===== config.mk =====
export PLATFORM = sky130hd
export DESIGN_NAME = pwm_decoder
export DESIGN_NICKNAME = d
export VERILOG_FILES = /design/src/rtl/pwm_decoder_pkg.sv /design/src/rtl/pwm_edge_sync.sv /design/src/rtl/pwm_decoder.sv
export SDC_FILE = /design/constraint.sdc
export NUM_CORES = 1
export LEC_CHECK = 0
export ABC_AREA = 1
export CAP_MARGIN = 20
export CORE_MARGIN = 3
export CORE_UTILIZATION = 30
export CTS_CLUSTER_DIAMETER = 40
export DETAILED_ROUTE_END_ITERATION = 7
export GPL_ROUTABILITY_DRIVEN = 1
export GPL_TIMING_DRIVEN = 0
export PLACE_DENSITY_LB_ADDON = 0.05
export SLEW_MARGIN = 20
export SYNTH_ARGS = -nofsm -noshare
export SYNTH_HDL_FRONTEND = slang
export SYNTH_HIERARCHICAL = 1
export SYNTH_SLANG_ARGS = --single-unit

===== constraint.sdc =====
create_clock -name clk -period 2.5 [get_ports clk]
set_clock_uncertainty 0.15 [all_clocks]
set_input_delay 0.75 -clock clk [delete_from_list [all_inputs] [get_ports clk]]
set_output_delay 0.75 -clock clk [all_outputs]
set_load 0.03 [all_outputs]

===== src/rtl/pwm_decoder_pkg.sv =====
// Shared types and default constants for the PWM frame decoder.
package pwm_decoder_pkg;

    localparam int CLK_HZ      = 10_000_000;
    localparam int DEF_CNT_W   = 16;
    localparam int DEF_TIMEOUT = 1023;
    localparam int DEF_NOTE_W  = 20;

    typedef enum logic [1:0] {
        IDLE = 2'd0,
        HIGH = 2'd1,
        LOW  = 2'd2
    } dec_state_e;

endpackage


===== src/rtl/pwm_edge_sync.sv =====
// Two-flop synchronizer for the asynchronous PWM line, plus a delayed copy for edge detection.
module pwm_edge_sync (
    input  logic clk,
    input  logic RST,
    input  logic pwm,
    output logic level,
    output logic rise,
    output logic fall
);

    logic meta;
    logic sync;
    logic prev;

    always_ff @(posedge clk) begin
        if (RST) begin
            meta <= 1'b0;
            sync <= 1'b0;
            prev <= 1'b0;
        end else begin
            meta <= pwm;
            sync <= meta;
            prev <= sync;
        end
    end

    assign level = sync;
    assign rise  = sync & ~prev;
    assign fall  = ~sync & prev;

endmodule


===== src/rtl/pwm_decoder.sv =====
// Measures high time and period of each PWM frame and strobes one result per frame.
// Optional note detection is enabled with the PWM_DECODER_NOTE_DETECT_EN macro.
module pwm_decoder
    import pwm_decoder_pkg::*;
#(
    parameter int CNT_W   = DEF_CNT_W,
    parameter int TIMEOUT = DEF_TIMEOUT,
    parameter int NOTE_W  = DEF_NOTE_W
) (
    input  logic              clk,
    input  logic              RST,
    input  logic              en,
    input  logic              pwm_i,
    output logic [CNT_W-1:0]  duty_o,
    output logic [CNT_W-1:0]  period_o,
    output logic              valid_o,
    output logic              idle_o,
    output logic              level_o,
    output logic [NOTE_W-1:0] note_period_o,
    output logic              note_valid_o
);

    localparam logic [CNT_W-1:0] CNT_MAX     = '1;
    localparam logic [CNT_W-1:0] TIMEOUT_CNT = CNT_W'(TIMEOUT);

    logic             level;
    logic             rise;
    logic             fall;
    dec_state_e       state;
    dec_state_e       nxt_state;
    logic [CNT_W-1:0] hi_cnt;
    logic [CNT_W-1:0] per_cnt;
    logic [CNT_W-1:0] hi_nxt;
    logic [CNT_W-1:0] per_nxt;
    logic             close_frame;
    logic             timed_out;

    function automatic logic [CNT_W-1:0] sat_inc(input logic [CNT_W-1:0] v);
        return (v == CNT_MAX) ? v : v + CNT_W'(1);
    endfunction

    pwm_edge_sync u_edge_sync (
        .clk   (clk),
        .RST   (RST),
        .pwm   (pwm_i),
        .level (level),
        .rise  (rise),
        .fall  (fall)
    );

    assign timed_out = (per_cnt == TIMEOUT_CNT);

    always_ff @(posedge clk) begin
        if (RST) begin
            state <= IDLE;
        end else begin
            state <= nxt_state;
        end
    end

    // Timeout beats a coinciding rise, so the longest accepted period is TIMEOUT-1.
    always_comb begin
        nxt_state = state;
        if (!en) begin
            nxt_state = IDLE;
        end else begin
            case (state)
                IDLE:    if (rise) nxt_state = HIGH;
                HIGH:    if (timed_out) nxt_state = IDLE; else if (fall) nxt_state = LOW;
                LOW:     if (timed_out) nxt_state = IDLE; else if (rise) nxt_state = HIGH;
                default: nxt_state = IDLE;
            endcase
        end
    end

    always_comb begin
        hi_nxt      = hi_cnt;
        per_nxt     = per_cnt;
        close_frame = 1'b0;
        if (nxt_state == IDLE) begin
            hi_nxt  = '0;
            per_nxt = '0;
        end else begin
            case (state)
                IDLE: begin
                    hi_nxt  = CNT_W'(1);
                    per_nxt = CNT_W'(1);
                end
                HIGH: begin
                    per_nxt = sat_inc(per_cnt);
                    if (!fall) hi_nxt = sat_inc(hi_cnt);
                end
                LOW: begin
                    if (rise) begin
                        close_frame = 1'b1;
                        hi_nxt      = CNT_W'(1);
                        per_nxt     = CNT_W'(1);
                    end else begin
                        per_nxt = sat_inc(per_cnt);
                    end
                end
                default: begin
                    hi_nxt  = '0;
                    per_nxt = '0;
                end
            endcase
        end
    end

    always_ff @(posedge clk) begin
        if (RST) begin
            hi_cnt   <= '0;
            per_cnt  <= '0;
            duty_o   <= '0;
            period_o <= '0;
            valid_o  <= 1'b0;
        end else begin
            hi_cnt  <= hi_nxt;
            per_cnt <= per_nxt;
            valid_o <= close_frame;
            if (close_frame) begin
                duty_o   <= hi_cnt;
                period_o <= per_cnt;
            end
        end
    end

    assign idle_o  = (state == IDLE);
    assign level_o = level;

`ifdef PWM_DECODER_NOTE_DETECT_EN
    localparam logic [NOTE_W-1:0] NOTE_MAX = '1;

    logic [NOTE_W-1:0] note_cnt;
    logic              armed;
    logic              prev_above;
    logic              above;
    logic              up_cross;

    assign above    = ({hi_cnt, 1'b0} >= {1'b0, per_cnt});
    assign up_cross = close_frame && above && !prev_above;

    // The first up-crossing after idle only arms the counter; later ones report it.
    always_ff @(posedge clk) begin
        if (RST) begin
            note_cnt      <= '0;
            armed         <= 1'b0;
            prev_above    <= 1'b0;
            note_period_o <= '0;
            note_valid_o  <= 1'b0;
        end else begin
            note_valid_o <= up_cross && armed;
            if (nxt_state == IDLE) begin
                note_cnt   <= '0;
                armed      <= 1'b0;
                prev_above <= 1'b0;
            end else begin
                if (up_cross) begin
                    note_cnt <= NOTE_W'(1);
                    armed    <= 1'b1;
                    if (armed) note_period_o <= note_cnt;
                end else if (note_cnt != NOTE_MAX) begin
                    note_cnt <= note_cnt + NOTE_W'(1);
                end
                if (close_frame) prev_above <= above;
            end
        end
    end
`else
    assign note_period_o = '0;
    assign note_valid_o  = 1'b0;
`endif

endmodule


Word level (Yosys, flattened, before mapping)
Cells that the tools add are included.
{"block": "classes", "add_sub_neg": 2, "n_eq_ne": 8, "n_mux": 16, "n_bitwise": 4, "n_reduce_logical": 4}
{"op": "case mux 16 bit (3 select lines)", "n": 2}
{"op": "two-way mux 16 bit", "n": 5}
{"op": "adder 16 x 1 -> 16 bit, second input constant", "n": 2}
{"op": "equality test 16 bit, second input constant", "n": 2}
{"op": "equality test 16 x 10 -> 1 bit, second input constant", "n": 1}
{"op": "two-way mux 2 bit", "n": 5}
{"op": "inequality test 2 bit, second input constant", "n": 3}
{"op": "case mux 2 bit (3 select lines)", "n": 1}
{"op": "zero test 2 bit", "n": 2}
{"op": "two-way mux 1 bit", "n": 3}
{"op": "AND reduction 3 bit", "n": 1}
{"op": "AND 1 bit", "n": 2}
{"op": "equality test 2 x 1 -> 1 bit, second input constant", "n": 1}
{"op": "equality test 2 bit, second input constant", "n": 1}
{"op": "NOT 1 bit", "n": 2}
{"op": "OR reduction 2 bit", "n": 1}
{"block": "word_totals", "reg_bits": 70, "wordCells": 43}

Longest topological paths before layout
Gate-level depths: netlist of run 1.
{"block": "logic_depth", "depth_word": 8, "depth_mapped": 12}

Cells and area by module
The synthesis of run 1 kept the hierarchy.
{"mod": "pwm_decoder", "instances": 1, "cells_per_inst": 539, "area_per_inst_um2": 3564.7, "seq_area_each_um2": 1341.3}
{"mod": "pwm_edge_sync", "instances": 1, "cells_per_inst": 12, "area_per_inst_um2": 93.8, "seq_area_each_um2": 60.1}

Worst setup path before layout of run 1
No wires, ideal clock.
{"block": "synth_path", "kind": "reg2reg", "from": "reg u_edge_sync.sync, in the netlist u_edge_sync/level", "to": "reg duty_o[0]", "setup_time_ns": 0.115, "t_arrival_ns": 1.622, "t_required_ns": 2.235, "path_slack_ns": 0.613, "stages_incl_launch_ff": 12, "n_path_buf": 2, "synth_period_minus_slack_ns": 1.887, "path_cell_list": "dfxtp_1 > inv_1 > nor2_1 > inv_1 > nand2_1 > o21ai_1 > nand3_2 > nand3_2 > buf_6 > buf_4 > a21oi_1 > nor2_1"}
{"block": "synth_between", "word_cells_on_any_way": 13, "classes_between": "mux (9); bitwise (3); reduce/logical (1)"}
{"item": "from (decl)", "line": "pwm_edge_sync.sv:12", "source": "logic sync;"}
{"item": "from (signal assigned)", "line": "pwm_edge_sync.sv:22", "source": "sync <= meta;"}
{"item": "AND 1 bit (*)", "line": "pwm_edge_sync.sv:28", "source": "assign rise = sync & ~prev;"}
{"item": "via rise", "line": "pwm_decoder.sv:27", "source": "logic rise;"}
{"item": "two-way mux 2 bit", "line": "pwm_decoder.sv:68, pwm_decoder.sv:70"}
{"item": "two-way mux 2 bit", "line": "pwm_decoder.sv:70", "source": "LOW: if (timed_out) nxt_state = IDLE; else if (rise) nxt_state = HIGH;"}
{"item": "case mux 2 bit (3 select lines)", "line": "pwm_decoder.sv:67", "source": "case (state)"}
{"item": "two-way mux 2 bit", "line": "pwm_decoder.sv:64", "source": "if (!en) begin"}
{"item": "zero test 2 bit", "line": "pwm_decoder.sv:80", "source": "if (nxt_state == IDLE) begin"}
{"item": "two-way mux 1 bit (*)", "line": "pwm_decoder.sv:80"}
{"item": "to (signal assigned)", "line": "pwm_decoder.sv:122", "source": "duty_o <= hi_cnt;"}
{"item": "to (decl)", "line": "pwm_decoder.sv:14", "source": "output logic [CNT_W-1:0] duty_o,"}
Mark *: on every way through the listed nets, which the timed path passes. The rest lies on a longest branch.
A chain may end at the register's enable or synchronous reset.

Worst setup path after layout of run 1
{"block": "layout_path", "from": "in RST", "to": "reg hi_cnt[14]"}
{"block": "layout_between", "elab_chain_cells": 1}
{"item": "from (decl)", "line": "pwm_decoder.sv:11", "source": "input logic RST,"}
{"item": "OR reduction 2 bit (no line)"}
{"item": "to (signal assigned)", "line": "pwm_decoder.sv:118", "source": "hi_cnt <= hi_nxt;"}
{"item": "to (decl)", "line": "pwm_decoder.sv:31", "source": "logic [CNT_W-1:0] hi_cnt;"}
No other way between the ends.

==> results of run 1 <==
where the power goes:
group          internal (mW)  leakage (nW)  switching [mW]
clock                  0.664         0.123           0.464
combinational         0.0470          1.15          0.0941
sequential              1.12         0.564         0.00287
cell usage in the layout (no fill, tap or decap), types with 2 or more instances in the layout:
master and n:
clkbuf_4 2, nor3_1 10, clkbuf_16 9, a21oi_1 58
dfxtp_1 70, clkbuf_1 13, buf_2 6, nor2_1 103
nand3_1 59, nand2_2 4, clkinv_1 2, and2_1 2
nand4_1 12, nand2_1 95, buf_6 3, clkdlybuf4s50_1 37
nand3_2 5, xor2_1 12, inv_2 3, clkinv_2 2
buf_4 24, o21ai_0 7, inv_1 57, conb_1 21
worst max-delay path, delay by kind of cell:
kind                   cells  cell delay, ps
buffers and inverters      3            1320
and+or+nand+nor            2             330
worst max path at each step:
stage,slack (ps),to
2_1_floorplan,610,duty_o[0]
3_3_place_gp,-310,hi_cnt[13]
3_5_place_dp,-300,hi_cnt[14]
4_1_cts,50,hi_cnt[14]
5_1_grt,30,hi_cnt[11]
6_report,160,hi_cnt[14]
stage by stage:
stage                     setup TNS [ps]  hold WS, ps  worst slack (ps)  cell area (µm²)  std cells
after floorplan                        0        238.3             612.8             3734        571
after global placement             -6118        243.8            -314.8             4293        752
after detailed placement           -5485        245.6            -295.7             4293        752
after CTS                              0        253.5             52.88             4542        767
after global routing                   0        288.6             30.13             4557        767
final                                  0        250.7             159.5             4557        767
synthesized netlist by cell type (all sizes together):
master  instances
nor2          104
nand3          64
inv            60
o21bai          1
nor3           10
a21oi          58
and2            2
or2             1
conb            1
clkbuf          9
buf            36
o21ai           8
nand4          12
dfxtp          70
xor2           12
ha              2
clkinv          2
nand2          99
cell type report:
| cell class | instances | area, µm² |
|---|---|---|
| buffer | 45 | 296.5 |
| fill | 1245 | 7106 |
| sequential | 70 | 1401 |
| clock buffer | 13 | 240.2 |
| inverter | 62 | 232.7 |
| timing repair buffer | 38 | 379.1 |
| clock inverter | 2 | 10.01 |
| tap | 143 | 178.9 |
| multi-input combinational | 394 | 1818 |
registers in the layout, summed over array words and instances (netlist names):
name,cells
valid_o,1
u_edge_sync/prev,1
per_cnt,16
u_edge_sync/meta,1
period_o,16
duty_o,16
hi_cnt,16
state,2
u_edge_sync/level,1
per-layer routing:
layer,vias to the layer above,global-route usage [%],routed length (µm)
li1,1856,-,-
met1,1505,21.96,5098
met2,66,21.05,3923
met3,6,2.798,382
met4,0,6.265,116
met5,-,0,0
kinds of logic (layout without fill, tap and decap cells):
kind of cell / count (synthesis) / count (layout) / share of synthesized area, %
AOI/OAI and AO/OA: 67 / 67 / 9.234
xor gates and xnor gates: 12 / 12 / 2.873
adders and majority gates: 2 / 2 / 0.6839
buffers and inverters: 107 / 160 / 14.33
DFF: 70 / 70 / 38.30
other: 1 / 21 / 0.1025
and+or+nand+nor: 292 / 292 / 34.47
timing repair:
item	4_1_cts	5_1_grt
gates resized for setup	1	5
endpoints found under the setup margin	1	20
cloned	0	0
==> impl_metrics.env, run 1 <==
export IMPL_clk_path_buf_depth=2
export IMPL_status="finished clean"
export IMPL_overflow=0
export IMPL_ant_nets=0
export IMPL_placementRows=39
export IMPL_fin_crit_ps=2341
export IMPL_clock_fmax_mhz=427.3
export IMPL_p_leak_nw=1.833
export IMPL_grt_start_max_net_pins=11
export IMPL_io_pins=60
export IMPL_critPathArrivalTime_ps=2410
export IMPL_synth_cell_types=26
export IMPL_ys_seq_area_share_pct=38.30
export IMPL_io_buffers=38
export IMPL_syn_inst=551
export IMPL_relSlewSlack_pct=65.32
export IMPL_tightest_slew_ps=520.2
export IMPL_numCtsBuffers=9
export IMPL_drt_iter0_drc=221
export IMPL_hpwl_mm=7.197
export IMPL_finalPower_mw=2.391
export IMPL_holdPathStages=2
export IMPL_final_nets=626
export IMPL_holdBufCountCts=0
export IMPL_slowest_stage="clkdlybuf4s50_1"
export IMPL_drcViolationCount=0
export IMPL_diodes=0
export IMPL_min_to="u_edge_sync/level"
export IMPL_routed_wl_mm=9.520
export IMPL_die_x_um=116.4
export IMPL_synth_area_leaders="dfxtp_1 38%, nor2_1 11%, nand2_1 9.8%"
export IMPL_wl_per_cell_um=12.41
export IMPL_via_per_inst=4.476
export IMPL_setup_viol=0
export IMPL_grtUsageTotal_pct=14.88
export IMPL_grt_pass1_vias=3171
export IMPL_core_um2=11660
export IMPL_cts_setup_buffers=0
export IMPL_insertion_delay_ps=330
export IMPL_num_vias=3433
export IMPL_required_ps=2570
export IMPL_utilization_pct=39.07
export IMPL_synth_top_area_share_pct=38.30
export IMPL_rsz0062_at_grt="false"
export IMPL_clock_sinks=70
export IMPL_final_hold_violation_count=0
export IMPL_crit_fanout=10
export IMPL_gp_congestion=0.8279
export IMPL_power_density_nw_per_um2=524.7
export IMPL_crit_chain="clkdlybuf4s50_1 > clkinv_1 > nand2_2 > clkbuf_4 > nor2_1"
export IMPL_yosysTopAreaCell="dfxtp_1"
export IMPL_cts_tree="built"
export IMPL_fp_dieArea_um2=13560
export IMPL_hp_class="flop to flop"
export IMPL_crit_path_end_kind="flop"
export IMPL_syn2layout_area_growth_pct=24.56
export IMPL_peakVddDrop_uv=247.5
export IMPL_fin_crit_sh_pct=93.62
export IMPL_startpoint="RST"
export IMPL_crit_type="input port to flop"
export IMPL_synth_warnings=6
export IMPL_finalMaxSlewViolations=0
export IMPL_root_buffer="clkbuf_16"
export IMPL_rrSetupSlack_ps=250
export IMPL_drtPass1Iterations=4
export IMPL_path_clk_slew_ps=60
export IMPL_die_h_um=116.4
export IMPL_antenna_found_initial=0
export IMPL_rr_endpoint="period_o[8]"
export IMPL_grt_first_pass_wirelength_mm=15.69
export IMPL_syn_area_um2=3659
export IMPL_drive_gt1_share_pct=9.776
export IMPL_slowest_delay_ps=690
export IMPL_drv_cap=0
export IMPL_avgSynthCellArea_um2=6.640
export IMPL_start_util_pct=31.37
export IMPL_synth_seq_cells=70
export IMPL_hp_start="u_edge_sync/meta"
export IMPL_startpoint_type="input port"
export IMPL_worstReg2RegStart="per_cnt[0]"
export IMPL_h_tree_depth=3
export IMPL_worstRegToRegCells=10
No activity file was read; power rests on OpenSTA's default activity.
==> run 2, diff against run 1 <==
--- a/config.mk
+++ b/config.mk
@@ -5,7 +5,6 @@
 export SDC_FILE = /design/constraint.sdc
 export NUM_CORES = 1
 export LEC_CHECK = 0
-export ABC_AREA = 1
 export CAP_MARGIN = 20
 export CORE_MARGIN = 3
 export CORE_UTILIZATION = 30
@@ -14,6 +13,7 @@
 export GPL_ROUTABILITY_DRIVEN = 1
 export GPL_TIMING_DRIVEN = 0
 export PLACE_DENSITY_LB_ADDON = 0.05
+export RECOVER_POWER = 100
 export SLEW_MARGIN = 20
 export SYNTH_ARGS = -nofsm -noshare
 export SYNTH_HDL_FRONTEND = slang
==> run 2 against run 1 <==
  * Core utilization about the same
  * Area after synthesis is 12% lower
  * Worst setup slack got worse by 48 ps
  * Critical path depth is 2 higher
  * Combinational power fell by 25%
  * Synthesized cell count is 36% lower
  * Routed wire length is 26% lower
  * Maximum frequency fell by 2.0%
  * Hold slack improved by 42 ps
==> impl_metrics.env, run 2 <==
export IMPL_status="finished clean"
export IMPL_synth_seq_cells=70
export IMPL_peakVddDrop_uv=294.5
export IMPL_hpwl_mm=5.190
export IMPL_drcViolationCount=0
export IMPL_crit_path_end_kind="flop"
export IMPL_die_h_um=109.8
export IMPL_rr_endpoint="per_cnt[4]"
export IMPL_startpoint_type="input port"
export IMPL_diodes=0
export IMPL_final_cell_mix="70 x dfxtp_1, 54 x nor2_1, 35 x mux2i_1, 35 x dlygate4sd3_1, 23 x nand2_1"
export IMPL_synth_top_area_share_pct=43.33
export IMPL_num_vias=2521
export IMPL_numCtsBuffers=9
export IMPL_pwr_share_clk_pct=41.8
export IMPL_final_hold_violation_count=0
export IMPL_clock_sinks=70
export IMPL_drv_cap=0
export IMPL_final_cells=567
export IMPL_clk_path_buf_depth=2
export IMPL_switchingPower_mw=0.4932
export IMPL_internal_power_mw=1.613
export IMPL_drt_iter0_drc=82
export IMPL_die_x_um=109.8
export IMPL_grt_first_pass_wirelength_mm=11.74
export IMPL_tightest_slew_ps=634.5
export IMPL_grt_start_max_net_pins=12
export IMPL_hp_start="u_edge_sync/meta"
export IMPL_synth_area_leaders="dfxtp_1 43%, mux2i_1 11%, nor2_1 6.4%"
export IMPL_final_nets=432
export IMPL_fin_crit_sh_pct=95.53
export IMPL_setup_viol=0
export IMPL_insertion_delay_ps=340
export IMPL_start_util_pct=31.05
export IMPL_holdPathStages=1
export IMPL_clock_fmax_mhz=418.7
export IMPL_crit_fanout=7
export IMPL_combPwrFrac_pct=5.0
export IMPL_final_common_cell="dfxtp_1"
export IMPL_placed_cells=549
export IMPL_drtPass1Iterations=4
export IMPL_finalPower_mw=2.106
export IMPL_grt_pass1_vias=2360
export IMPL_io_buffers=38
export IMPL_placementRows=37
export IMPL_relSlewSlack_pct=57.55
export IMPL_cts_tree="built"
export IMPL_drive_gt1_share_pct=14.39
export IMPL_power_density_nw_per_um2=517.1
export IMPL_synth_edf_count=0
export IMPL_syn2layout_area_growth_pct=25.92
export IMPL_routed_wl_mm=7.088
export IMPL_antenna_found_initial=0
export IMPL_synth_common_cells="70 x dfxtp_1, 55 x nor2_1, 35 x mux2i_1"
export IMPL_critPathArrivalTime_ps=2510
export IMPL_io_pins=60
export IMPL_min_to="u_edge_sync/level"
export IMPL_swShare_pct=23.42
export IMPL_holdBufCountCts=0
export IMPL_via_per_inst=4.446
export IMPL_placed_area_um2=3860
export IMPL_yosysTopAreaCell="dfxtp_1"
export IMPL_rsz0062_at_grt="false"
export IMPL_post_synth_top_count_cell="dfxtp_1"
export IMPL_p_leak_nw=1.543
export IMPL_ys_flop_type="dfxtp_1"
export IMPL_p_seq_share_pct=53.2
export IMPL_gp_congestion=0.7750
export IMPL_avgSynthCellArea_um2=9.111
export IMPL_ys_seq_area_share_pct=43.33
export IMPL_worstReg2RegStart="per_cnt[0]"
export IMPL_crit_type="input port to flop"
export IMPL_fin_crit_ps=2388
export IMPL_path_clk_slew_ps=70
export IMPL_fin_setup_tns_ps=0
export IMPL_h_tree_depth=3
export IMPL_ant_nets=0
export IMPL_core_um2=10420
export IMPL_required_ps=2630
export IMPL_syn_inst=355
export IMPL_root_buffer="clkbuf_8"
export IMPL_overflow=0
export IMPL_wl_per_cell_um=12.50
export IMPL_design_area_um2=4073
export IMPL_synth_warnings=6
export IMPL_fp_dieArea_um2=12060
export IMPL_grtUsageTotal_pct=12.45
export IMPL_finalMaxSlewViolations=0
export IMPL_worstRegToRegCells=7
export IMPL_rrSetupSlack_ps=170
export IMPL_hp_class="flop to flop"
export IMPL_syn_area_um2=3234
export IMPL_ys_async_sr_fraction_pct=0
export IMPL_synth_cell_types=47
run 2: cell types whose count changed after synthesis, sizes merged, moves of 7 or more:
cell   change
nand4      -7
xnor2     +13
inv       -53
nor2      -48
mux2i     +35
nor2b      +8
a21oi     -47
xor2      -10
nand2     -76
nand3     -49
and3       +7
run 2: per-stage QoR:
stage | util (%) | hold slack [ps] | setup slack, ps
after floorplan | - | 263.8 | 296.0
after global placement | 37.06 | 269.8 | -415.0
after detailed placement | 37.06 | 282.0 | -425.7
after CTS | 38.89 | 300.5 | 6.710
after global routing | 39.10 | 327.5 | 6.538
final | 39.10 | 292.8 | 111.9
run 2: critical path, stage by stage:
cell,delay (ps)
clkdlybuf4s50_1,530
nor2b_2,180
o21ai_2,80
or2_1,210
buf_2,180
or4_1,500
nand2_1,70
run 2: area by class of cell:
type | count | area (µm²)
Clock inverter | 4 | 47.55
Inverter | 7 | 26.28
Sequential cell | 70 | 1401
Buffer | 37 | 276.5
Fill cell | 1089 | 6344
Timing Repair Buffer | 40 | 387.9
Tap cell | 136 | 170.2
Clock buffer | 12 | 135.1
Multi-Input combinational cell | 261 | 1628
run 2: worst max-delay path by stage:
stage                    start         to  slack [ps]  cells past startpoint
floorplan                  RST  hi_cnt[4]         300                      7
global placement           RST  hi_cnt[4]        -420                      8
detailed placement         RST  hi_cnt[5]        -430                      8
CTS                        RST  hi_cnt[5]           7                      8
global route        per_cnt[0]  duty_o[3]           7                      8
finish                      en  hi_cnt[5]         110                      7
run 2: power groups by stage:
stage	Clock [mW]	Sequential, mW	Combinational, mW
after floorplan	0	1.15	0.0879
after global placement	0	1.15	0.105
after detailed placement	0	1.15	0.105
after CTS	0.922	1.12	0.107
after global routing	0.969	1.12	0.115
final	0.881	1.12	0.106
run 2: layer usage:
metal / share of wire, % / track usage [%]
met1: 52 / 17.22
met2: 43 / 18.80
met3: 4.0 / 2.819
met4: 1.4 / 4.630
met5: 0 / 0
run 2: repair_timing:
item	CTS	global route
buffers inserted	0	2
pin swaps	0	1
setup endpoints to repair	8	27
gates cloned	0	0
resized for setup	4	6
run 2: cells by family after synthesis:
group	count (synthesis)	share of synthesized area (%)
other	1	0.1159
adder cells (fa/ha/maj)	2	0.7736
AND/OR/NAND/NOR	148	23.17
buffers and inverters	44	9.052
flip-flops	70	43.33
XOR/XNOR	15	4.062
AO/OA/AOI/OAI	40	8.666
multiplexers	35	10.83
